--- config.mk ---
export PLATFORM = sky130hd
export DESIGN_NAME = multi_input_detect
export DESIGN_NICKNAME = d
export VERILOG_FILES = /design/src/rtl/multi_input_detect.sv
export SDC_FILE = /design/constraint.sdc
export NUM_CORES = 1
export LEC_CHECK = 0
export BUFFER_PORTS_ARGS = -buffer_cell sky130_fd_sc_hd__buf_2
export CAP_MARGIN = 20
export CELL_PAD_IN_SITES_DETAIL_PLACEMENT = 2
export CELL_PAD_IN_SITES_GLOBAL_PLACEMENT = 2
export CORE_MARGIN = 5
export CORE_UTILIZATION = 34
export DETAILED_ROUTE_END_ITERATION = 8
export GPL_ROUTABILITY_DRIVEN = 0
export HOLD_SLACK_MARGIN = 0.15
export PLACE_DENSITY = 0.8
export SLEW_MARGIN = 40
export SYNTH_ARGS = -nofsm -noshare
export SYNTH_HDL_FRONTEND = slang
export SYNTH_SLANG_ARGS = --single-unit
--- constraint.sdc ---
create_clock -name clk -period 1.8 [get_ports clk]
set_clock_uncertainty 0.05 [all_clocks]
set_input_delay 0.27 -clock clk [delete_from_list [all_inputs] [get_ports clk]]
set_output_delay 0.27 -clock clk [all_outputs]
set_load 0.01 [all_outputs]
--- src/rtl/multi_input_detect.sv ---
// -----------------------------------------------------------------------------
// multi_input_detect
//
// Multi-channel button conditioner. Each raw pin is synchronised, optionally
// inverted (active-low pins), debounced and edge-detected. A registered
// encoder turns each cycle's press set into one "which button" event. The
// lowest-numbered pressed channel wins.
//
// Optional feature (macro INPUT_DETECT_REPEAT_EN): per-channel auto-repeat.
// While a button is held, press_o pulses again REPEAT_DELAY cycles after the
// original press. After that it pulses every REPEAT_PERIOD cycles. With the
// macro undefined, no repeat logic exists and the REPEAT_* parameters only
// take part in the parameter range checks.
//
// Ports:
//   clk          in   system clock, rising edge
//   rst          in   synchronous active-high reset
//   signal_i     in   [CHANNELS]  raw asynchronous button pins
//   level_o      out  [CHANNELS]  debounced pressed state (1 = pressed)
//   press_o      out  [CHANNELS]  1-cycle pulse per accepted press / repeat
//   release_o    out  [CHANNELS]  1-cycle pulse per accepted release
//   evt_valid_o  out  1           press_o was non-zero the previous cycle
//   evt_idx_o    out  [IDX_W]     lowest index in that press set (held otherwise)
// -----------------------------------------------------------------------------
module multi_input_detect #(
  parameter int CHANNELS        = 4,
  parameter int SYNC_STAGES     = 2,
  parameter int DEBOUNCE_CYCLES = 500000,
  parameter int ACTIVE_LOW      = 0,
  parameter int REPEAT_DELAY    = 25000000,
  parameter int REPEAT_PERIOD   = 5000000,
  localparam int IDX_W          = (CHANNELS > 1) ? $clog2(CHANNELS) : 1
) (
  input  logic                clk,
  input  logic                rst,
  input  logic [CHANNELS-1:0] signal_i,
  output logic [CHANNELS-1:0] level_o,
  output logic [CHANNELS-1:0] press_o,
  output logic [CHANNELS-1:0] release_o,
  output logic                evt_valid_o,
  output logic [IDX_W-1:0]    evt_idx_o
);

  // ---------------------------------------------------------------------------
  // Elaboration-time parameter range checks
  // ---------------------------------------------------------------------------
  if (CHANNELS < 1 || CHANNELS > 16) begin : g_bad_channels
    $error("multi_input_detect: CHANNELS must be 1..16");
  end
  if (SYNC_STAGES < 2) begin : g_bad_sync
    $error("multi_input_detect: SYNC_STAGES must be >= 2");
  end
  if (DEBOUNCE_CYCLES < 1) begin : g_bad_debounce
    $error("multi_input_detect: DEBOUNCE_CYCLES must be >= 1");
  end
  if (REPEAT_DELAY < 1 || REPEAT_PERIOD < 1) begin : g_bad_repeat
    $error("multi_input_detect: REPEAT_DELAY and REPEAT_PERIOD must be >= 1");
  end

  localparam int CNT_W = $clog2(DEBOUNCE_CYCLES + 1);
  localparam logic [CNT_W-1:0] DB_LAST = CNT_W'(DEBOUNCE_CYCLES - 1);
  // Raw level of an idle (released) pin. The same mask also converts the
  // synchroniser output to "1 = pressed".
  localparam logic [CHANNELS-1:0] IDLE_RAW = (ACTIVE_LOW != 0) ? '1 : '0;

  // ---------------------------------------------------------------------------
  // Synchroniser: stage 0 samples the pin, the last stage feeds the debouncer
  // ---------------------------------------------------------------------------
  logic [CHANNELS-1:0] sync_q [SYNC_STAGES];
  logic [CHANNELS-1:0] sync_d [SYNC_STAGES];
  logic [CHANNELS-1:0] synced;

  always_comb begin
    sync_d[0] = signal_i;
    for (int s = 1; s < SYNC_STAGES; s++) begin
      sync_d[s] = sync_q[s-1];
    end
  end

  assign synced = sync_q[SYNC_STAGES-1] ^ IDLE_RAW;

  // ---------------------------------------------------------------------------
  // Debounce. A channel's accepted level flips only after synced has disagreed
  // with it for DEBOUNCE_CYCLES consecutive edges. Any agreement restarts the
  // count, so the counter never needs to wrap.
  // ---------------------------------------------------------------------------
  logic [CNT_W-1:0]    db_cnt_q [CHANNELS];
  logic [CNT_W-1:0]    db_cnt_d [CHANNELS];
  logic [CHANNELS-1:0] stable_q, stable_d;
  logic [CHANNELS-1:0] press_q, press_d;
  logic [CHANNELS-1:0] release_q, release_d;
  logic [CHANNELS-1:0] rpt_fire;

  always_comb begin
    // NOTE: every always_comb output gets a default first. If a path left one
    // unassigned, synthesis would infer a latch.
    stable_d = stable_q;
    for (int c = 0; c < CHANNELS; c++) begin
      db_cnt_d[c] = db_cnt_q[c];
      if (synced[c] == stable_q[c]) begin
        db_cnt_d[c] = '0;
      end else if (db_cnt_q[c] == DB_LAST) begin
        stable_d[c] = synced[c];
        db_cnt_d[c] = '0;
      end else begin
        db_cnt_d[c] = db_cnt_q[c] + CNT_W'(1);
      end
    end
    // Pulses are registered alongside stable so they line up with level_o.
    press_d   = (stable_d & ~stable_q) | rpt_fire;
    release_d = ~stable_d & stable_q;
  end

`ifdef INPUT_DETECT_REPEAT_EN
  // ---------------------------------------------------------------------------
  // Auto-repeat. The counter runs while the button stays held. Phase 0 waits
  // for REPEAT_DELAY and phase 1 fires every REPEAT_PERIOD. A falling stable
  // suppresses the repeat on the same edge, so a repeat never coincides with
  // release_o.
  // ---------------------------------------------------------------------------
  localparam int RPT_MAX = (REPEAT_DELAY > REPEAT_PERIOD) ? REPEAT_DELAY : REPEAT_PERIOD;
  localparam int RPT_W   = $clog2(RPT_MAX + 1);
  localparam logic [RPT_W-1:0] RD_LAST = RPT_W'(REPEAT_DELAY - 1);
  localparam logic [RPT_W-1:0] RP_LAST = RPT_W'(REPEAT_PERIOD - 1);

  logic [RPT_W-1:0]    rpt_cnt_q [CHANNELS];
  logic [RPT_W-1:0]    rpt_cnt_d [CHANNELS];
  logic [CHANNELS-1:0] rpt_phase_q, rpt_phase_d;

  always_comb begin
    rpt_fire    = '0;
    rpt_phase_d = rpt_phase_q;
    for (int c = 0; c < CHANNELS; c++) begin
      rpt_cnt_d[c] = rpt_cnt_q[c];
      if (!stable_q[c] || !stable_d[c]) begin
        // Released, or releasing on this edge.
        rpt_cnt_d[c]   = '0;
        rpt_phase_d[c] = 1'b0;
      end else if (rpt_cnt_q[c] == (rpt_phase_q[c] ? RP_LAST : RD_LAST)) begin
        rpt_fire[c]    = 1'b1;
        rpt_cnt_d[c]   = '0;
        rpt_phase_d[c] = 1'b1;
      end else begin
        rpt_cnt_d[c] = rpt_cnt_q[c] + RPT_W'(1);
      end
    end
  end

  always_ff @(posedge clk) begin
    if (rst) begin
      rpt_phase_q <= '0;
      for (int c = 0; c < CHANNELS; c++) begin
        rpt_cnt_q[c] <= '0;
      end
    end else begin
      rpt_phase_q <= rpt_phase_d;
      for (int c = 0; c < CHANNELS; c++) begin
        rpt_cnt_q[c] <= rpt_cnt_d[c];
      end
    end
  end
`else
  assign rpt_fire = '0;
`endif

  // ---------------------------------------------------------------------------
  // Event encoder. It reports the lowest-numbered channel of last cycle's
  // press set and keeps the previous index when nothing was pressed.
  // ---------------------------------------------------------------------------
  logic             evt_valid_q, evt_valid_d;
  logic [IDX_W-1:0] evt_idx_q, evt_idx_d;

  always_comb begin
    evt_valid_d = |press_q;
    evt_idx_d   = evt_idx_q;
    // Scan downwards so the lowest set index is the last one written.
    for (int c = CHANNELS - 1; c >= 0; c--) begin
      if (press_q[c]) begin
        evt_idx_d = IDX_W'(c);
      end
    end
  end

  // ---------------------------------------------------------------------------
  // State registers
  // ---------------------------------------------------------------------------
  always_ff @(posedge clk) begin
    // NOTE: sequential state uses non-blocking assignments only. Every flop
    // then samples pre-edge values, whatever order the statements are in.
    if (rst) begin
      // NOTE: the per-channel counter arrays are ordinary flops, not RAM, so
      // they are cleared here. A button held through reset restarts its full
      // latency.
      for (int s = 0; s < SYNC_STAGES; s++) begin
        sync_q[s] <= IDLE_RAW;
      end
      for (int c = 0; c < CHANNELS; c++) begin
        db_cnt_q[c] <= '0;
      end
      stable_q    <= '0;
      press_q     <= '0;
      release_q   <= '0;
      evt_valid_q <= 1'b0;
      evt_idx_q   <= '0;
    end else begin
      for (int s = 0; s < SYNC_STAGES; s++) begin
        sync_q[s] <= sync_d[s];
      end
      for (int c = 0; c < CHANNELS; c++) begin
        db_cnt_q[c] <= db_cnt_d[c];
      end
      stable_q    <= stable_d;
      press_q     <= press_d;
      release_q   <= release_d;
      evt_valid_q <= evt_valid_d;
      evt_idx_q   <= evt_idx_d;
    end
  end

  assign level_o     = stable_q;
  assign press_o     = press_q;
  assign release_o   = release_q;
  assign evt_valid_o = evt_valid_q;
  assign evt_idx_o   = evt_idx_q;

endmodule

Word-level counts from Yosys, hierarchy flattened:

Memories as Yosys holds them, arrays and structs flattened.
Index checks and enable logic that the tools add are counted.

* add/sub/neg operators: 4
* eq/ne operators: 8
* mux-type cells: 28
* bitwise gates (word level): 10
* reduce and logical (&&, ||, !) cells: 5

Operator list (count)
* 2-to-1 mux 19 bit: 12
* adder 19 x 1 -> 19 bit, second input constant: 4
* equality test 19 bit, second input constant: 4
* 2-to-1 mux 1 bit: 12
* AND 4 bit: 2
* 2-to-1 mux 4 bit: 2
* NOT 4 bit: 2
* OR 1 bit: 6
* equality test 1 bit: 4
* 2-to-1 mux 2 bit: 2
* OR reduction 4 bit: 1
* nonzero test 3 bit: 1
* OR reduction 3 bit: 1
* nonzero test 2 bit: 1
* OR reduction 2 bit: 1

* register bits after elaboration: 15
* RAM bits: 84
* input bits: 6
* output and inout bits: 15
* memories kept: 2

Memories
* db_cnt_q: words 4, width 19, rd ports 4, clocked after memory_dff 0, write ports 4, line 87 `logic [CNT_W-1:0] db_cnt_q [CHANNELS];`
* sync_q: words 2, width 4, rd ports 2, clocked after memory_dff 0, write ports 2, line 69 `logic [CHANNELS-1:0] sync_q [SYNC_STAGES];`

Longest topological paths before layout:

An unclocked memory read counts as a cell.

* depth after elaboration: 6
* gate-level depth with buffers: 7
* gate-level depth less buffers: 5

Least setup slack after synthesis:

OpenSTA, ideal clock, no wires.

* path type: flip-flop to flip-flop
* from: memory db_cnt_q[3][0] (netlist bit)
* to: memory db_cnt_q[3][10] (netlist bit)
* arrival: 1818 ps
* slack: -196 ps
* cell stages (with the launch flop): 7
* path buffers: 1
* cell sequence: dfxtp_1 > ha_1 > nand4_1 > or3_1 > o21ai_1 > clkbuf_1 > nor2_1

RTL lines (line)
* start, declared: 87

==> impl_metrics.env <==
export IMPL_synth_top_area_share_pct=47.0
export IMPL_fin_util_pct=50.1
export IMPL_drtIter0Drc=215
export IMPL_fin_crit_sh_pct=119
export IMPL_switching_power_mw=1.08
export IMPL_required_ns=2.02
export IMPL_maxSlewViolCount=0
export IMPL_cts_tree="done"
export IMPL_synth_area_leaders="dfxtp_1 (47%), nor2_1 (5.7%), xnor2_1 (5.6%)"
export IMPL_die_width_microns=121
export IMPL_switching_share_pct=22.8
export IMPL_max_slew_margin_rel_pct=66.0
export IMPL_root_buffer="clkbuf_16"
export IMPL_cts_inserted_buffers=9
export IMPL_clk_pin_slew_ns=0.08
export IMPL_clock_sinks=99
export IMPL_syn_avg_cell_area_sq_um=9.02
export IMPL_ctsLongestPathBuffers=2
export IMPL_n_antenna_cell=0
export IMPL_ys_seq_elements=99
export IMPL_worst_skew_pair_late_latency_ns=0.38
export IMPL_post_route_worst_setup_slack_ns=-0.340
export IMPL_rows=40
export IMPL_synth_enable_flop_cells=0
export IMPL_layout_common_cells="dfxtp_1 (75), buf_4 (73), nor2_1 (47)"
export IMPL_setup_viol=50
export IMPL_power_internal_mw=3.65
export IMPL_num_vias=4336
export IMPL_cap_violations=0
export IMPL_pwr_share_comb_pct=2.4
export IMPL_crit_type="reg2reg"
export IMPL_grtUsageTotal_pct=22.9
export IMPL_synthToLayoutAreaGrowth_pct=43.9
export IMPL_fin_area_sq_um=6070
export IMPL_firstDrtPassIters=4
export IMPL_synthArstFlopShare_pct=0
export IMPL_syn_inst=468
export IMPL_outcome="finished, violations left"
export IMPL_synthesis_area_sq_um=4220
export IMPL_min_path_type="in2reg"
export IMPL_r2r_start="db_cnt_q[2][10]$_SDFF_PP0_"
export IMPL_design_core_area_sq_um=12100
export IMPL_cp_arrival_ns=2.36
export IMPL_finalWirelength_mm=20.7
export IMPL_portBuffers=20
export IMPL_die_area_sq_um=14700
export IMPL_place_hpwl_mm=9.13
export IMPL_pwr_share_clk_pct=51.0
export IMPL_grt_antenna_before_repair=0
export IMPL_worstHoldStart="signal_i[1]"
export IMPL_r2r_end="db_cnt_q[2][14]$_SDFF_PP0_"
export IMPL_timing_hold_violations_final=0
export IMPL_cp_max_fo=5
export IMPL_worstMarginPinSlew_ns=0.510
export IMPL_rsz0062_at_grt="true"
export IMPL_top_usage_layer="met2"
export IMPL_ir_worst_vdd_mv=0.813
export IMPL_start_kind="flip-flop"
export IMPL_yosysWarnings=0
export IMPL_ios=21
export IMPL_grt_met2_usage_pct=44.7
export IMPL_synthFlopType="dfxtp_1"
export IMPL_synth_distinct_cells=39
export IMPL_synth_top_area_cell="dfxtp_1"
export IMPL_overflow=0
export IMPL_crit_start="db_cnt_q[2][10]$_SDFF_PP0_"
export IMPL_power_density_nw_per_um2=778
export IMPL_final_antenna_net_count=0
export IMPL_min_period_ns=2.14
export IMPL_grt_pass1_vias=4648
export IMPL_use_met1_pct=23.8
export IMPL_syn_nets=478
export IMPL_p_seq_share_pct=46.6
export IMPL_layout_commonest_cell="dfxtp_1"
export IMPL_dieHeight_microns=121
export IMPL_reg2reg_slack_ns=-0.34
export IMPL_fmax_mhz=467
export IMPL_post_layout_total_power_mw=4.73
export IMPL_seq_area_frac_synth_pct=47.0
export IMPL_endpoint="db_cnt_q[2][14]$_SDFF_PP0_"
export IMPL_vias_per_cell=5.74
export IMPL_final_net_count=592
export IMPL_leakagePower_nw=2.07
export IMPL_drc=0
export IMPL_start_util_pct=34.8
export IMPL_fillers=1296
export IMPL_setup_tns_ns=-10.22
export IMPL_wl_per_cell_microns=27.4
export IMPL_reg2reg_depth=6
export IMPL_critPathCaptureType="flip-flop"
export IMPL_placed_cell_area_sq_um=5020
export IMPL_grt_pass1_wl_mm=26.0
export IMPL_drive_gt1_share_pct=37.6
export IMPL_grt_use_met3_pct=3.03
export IMPL_htree_levels=3
export IMPL_grt_max_degree=19
export IMPL_violations="setup timing"
-- per-stage QoR --
stage          setup WS (ns)  instances  hold slack [ns]
6_report              -0.340        755            0.150
5_1_grt               -0.374        755            0.138
4_1_cts               -0.210        736            0.175
3_5_place_dp          -0.211        707            0.381
3_3_place_gp          -0.151        707            0.374
2_1_floorplan         -0.164        468            0.348
-- worst min-delay path by stage --
| stage | endpoint | slack (ns) | cells after the start |
|---|---|---|---|
| final | sync_q[0][1]$_SDFF_PP0_ | 0.15 | 2 |
| after global routing | sync_q[0][1]$_SDFF_PP0_ | 0.14 | 2 |
| after CTS | sync_q[0][1]$_SDFF_PP0_ | 0.18 | 2 |
| after detailed placement | sync_q[0][4]$_SDFF_PP0_ | 0.38 | 1 |
| after global placement | sync_q[0][5]$_SDFF_PP0_ | 0.37 | 1 |
| after floorplan | sync_q[0][0]$_SDFF_PP0_ | 0.35 | 1 |
-- synth_stat cells (8+ instances only) --
library cell  count
nand2b_1         10
nand4_1          19
or4_1            10
inv_1             8
nor3_1           18
nor2_1           64
xor2_1           22
nor4_1           13
and3_1            8
o31ai_1           8
or3_1            15
nor2b_1           8
nand3_1          28
o21ai_0          14
dfxtp_1          99
xnor2_1          27
a21oi_1          27
nand2_1          24
-- critical path, stage by stage, from the launching register on --
cell       delay [ns]
dfxtp_2          0.33
or4_4            0.53
or4_4            0.59
o21ai_4          0.18
buf_12           0.14
clkbuf_16        0.14
nor2_1           0.07
-- registers in the layout, indices dropped and copies added, names as in the netlist --
signal	count
evt_valid_o	1
press_o	4
release_o	4
sync_q	8
level_o	4
db_cnt_q	76
evt_idx_o	2
-- kinds of logic (layout without fill, tap and decap cells) --
group	after synthesis	after routing	share of synthesized area, %
compound gates	54	54	7.32
xor+xnor	49	49	10.2
fa+ha+maj	4	4	1.19
buf+inv	18	137	2.37
flops	99	99	47.0
simple gates	244	244	32.0
-- power by group through the flow --
stage	Sequential (mW)	Combinational [mW]	Clock, mW
after global placement	2.26	0.0610	0
after CTS	2.21	0.0775	2.30
after floorplan	2.25	0.0385	0
after detailed placement	2.26	0.0642	0
after global routing	2.20	0.117	2.50
final	2.20	0.112	2.41
-- routing by layer --
layer	vias to the layer above	wire [microns]
met5	-	0
met4	0	1320
met3	83	729
met2	143	10700
met1	2207	7900
li1	1903	-
-- final cells by class --
| type | count | area (sq um) | area share [%] |
|---|---|---|---|
| inverters | 8 | 30.0 | 0.494 |
| flip-flops and latches | 99 | 2020 | 33.3 |
| well taps | 168 | 210 | 3.46 |
| clock buffers | 12 | 246 | 4.06 |
| repair buffers | 113 | 985 | 16.2 |
| multi-input cells | 351 | 2480 | 40.9 |
| clock inverters | 4 | 97.6 | 1.61 |
-- what timing repair did --
| action | 4_1_cts | 5_1_grt |
|---|---|---|
| resized for setup | 21 | 85 |
| cloned | 1 | 6 |
| setup buffers | 9 | 14 |
| setup endpoints to repair | 46 | 85 |
| hold buffers | 3 | 0 |
| pin swaps | 8 | 28 |
| endpoints found under the hold margin | 3 | 0 |
(Power assumes the default switching activity.)
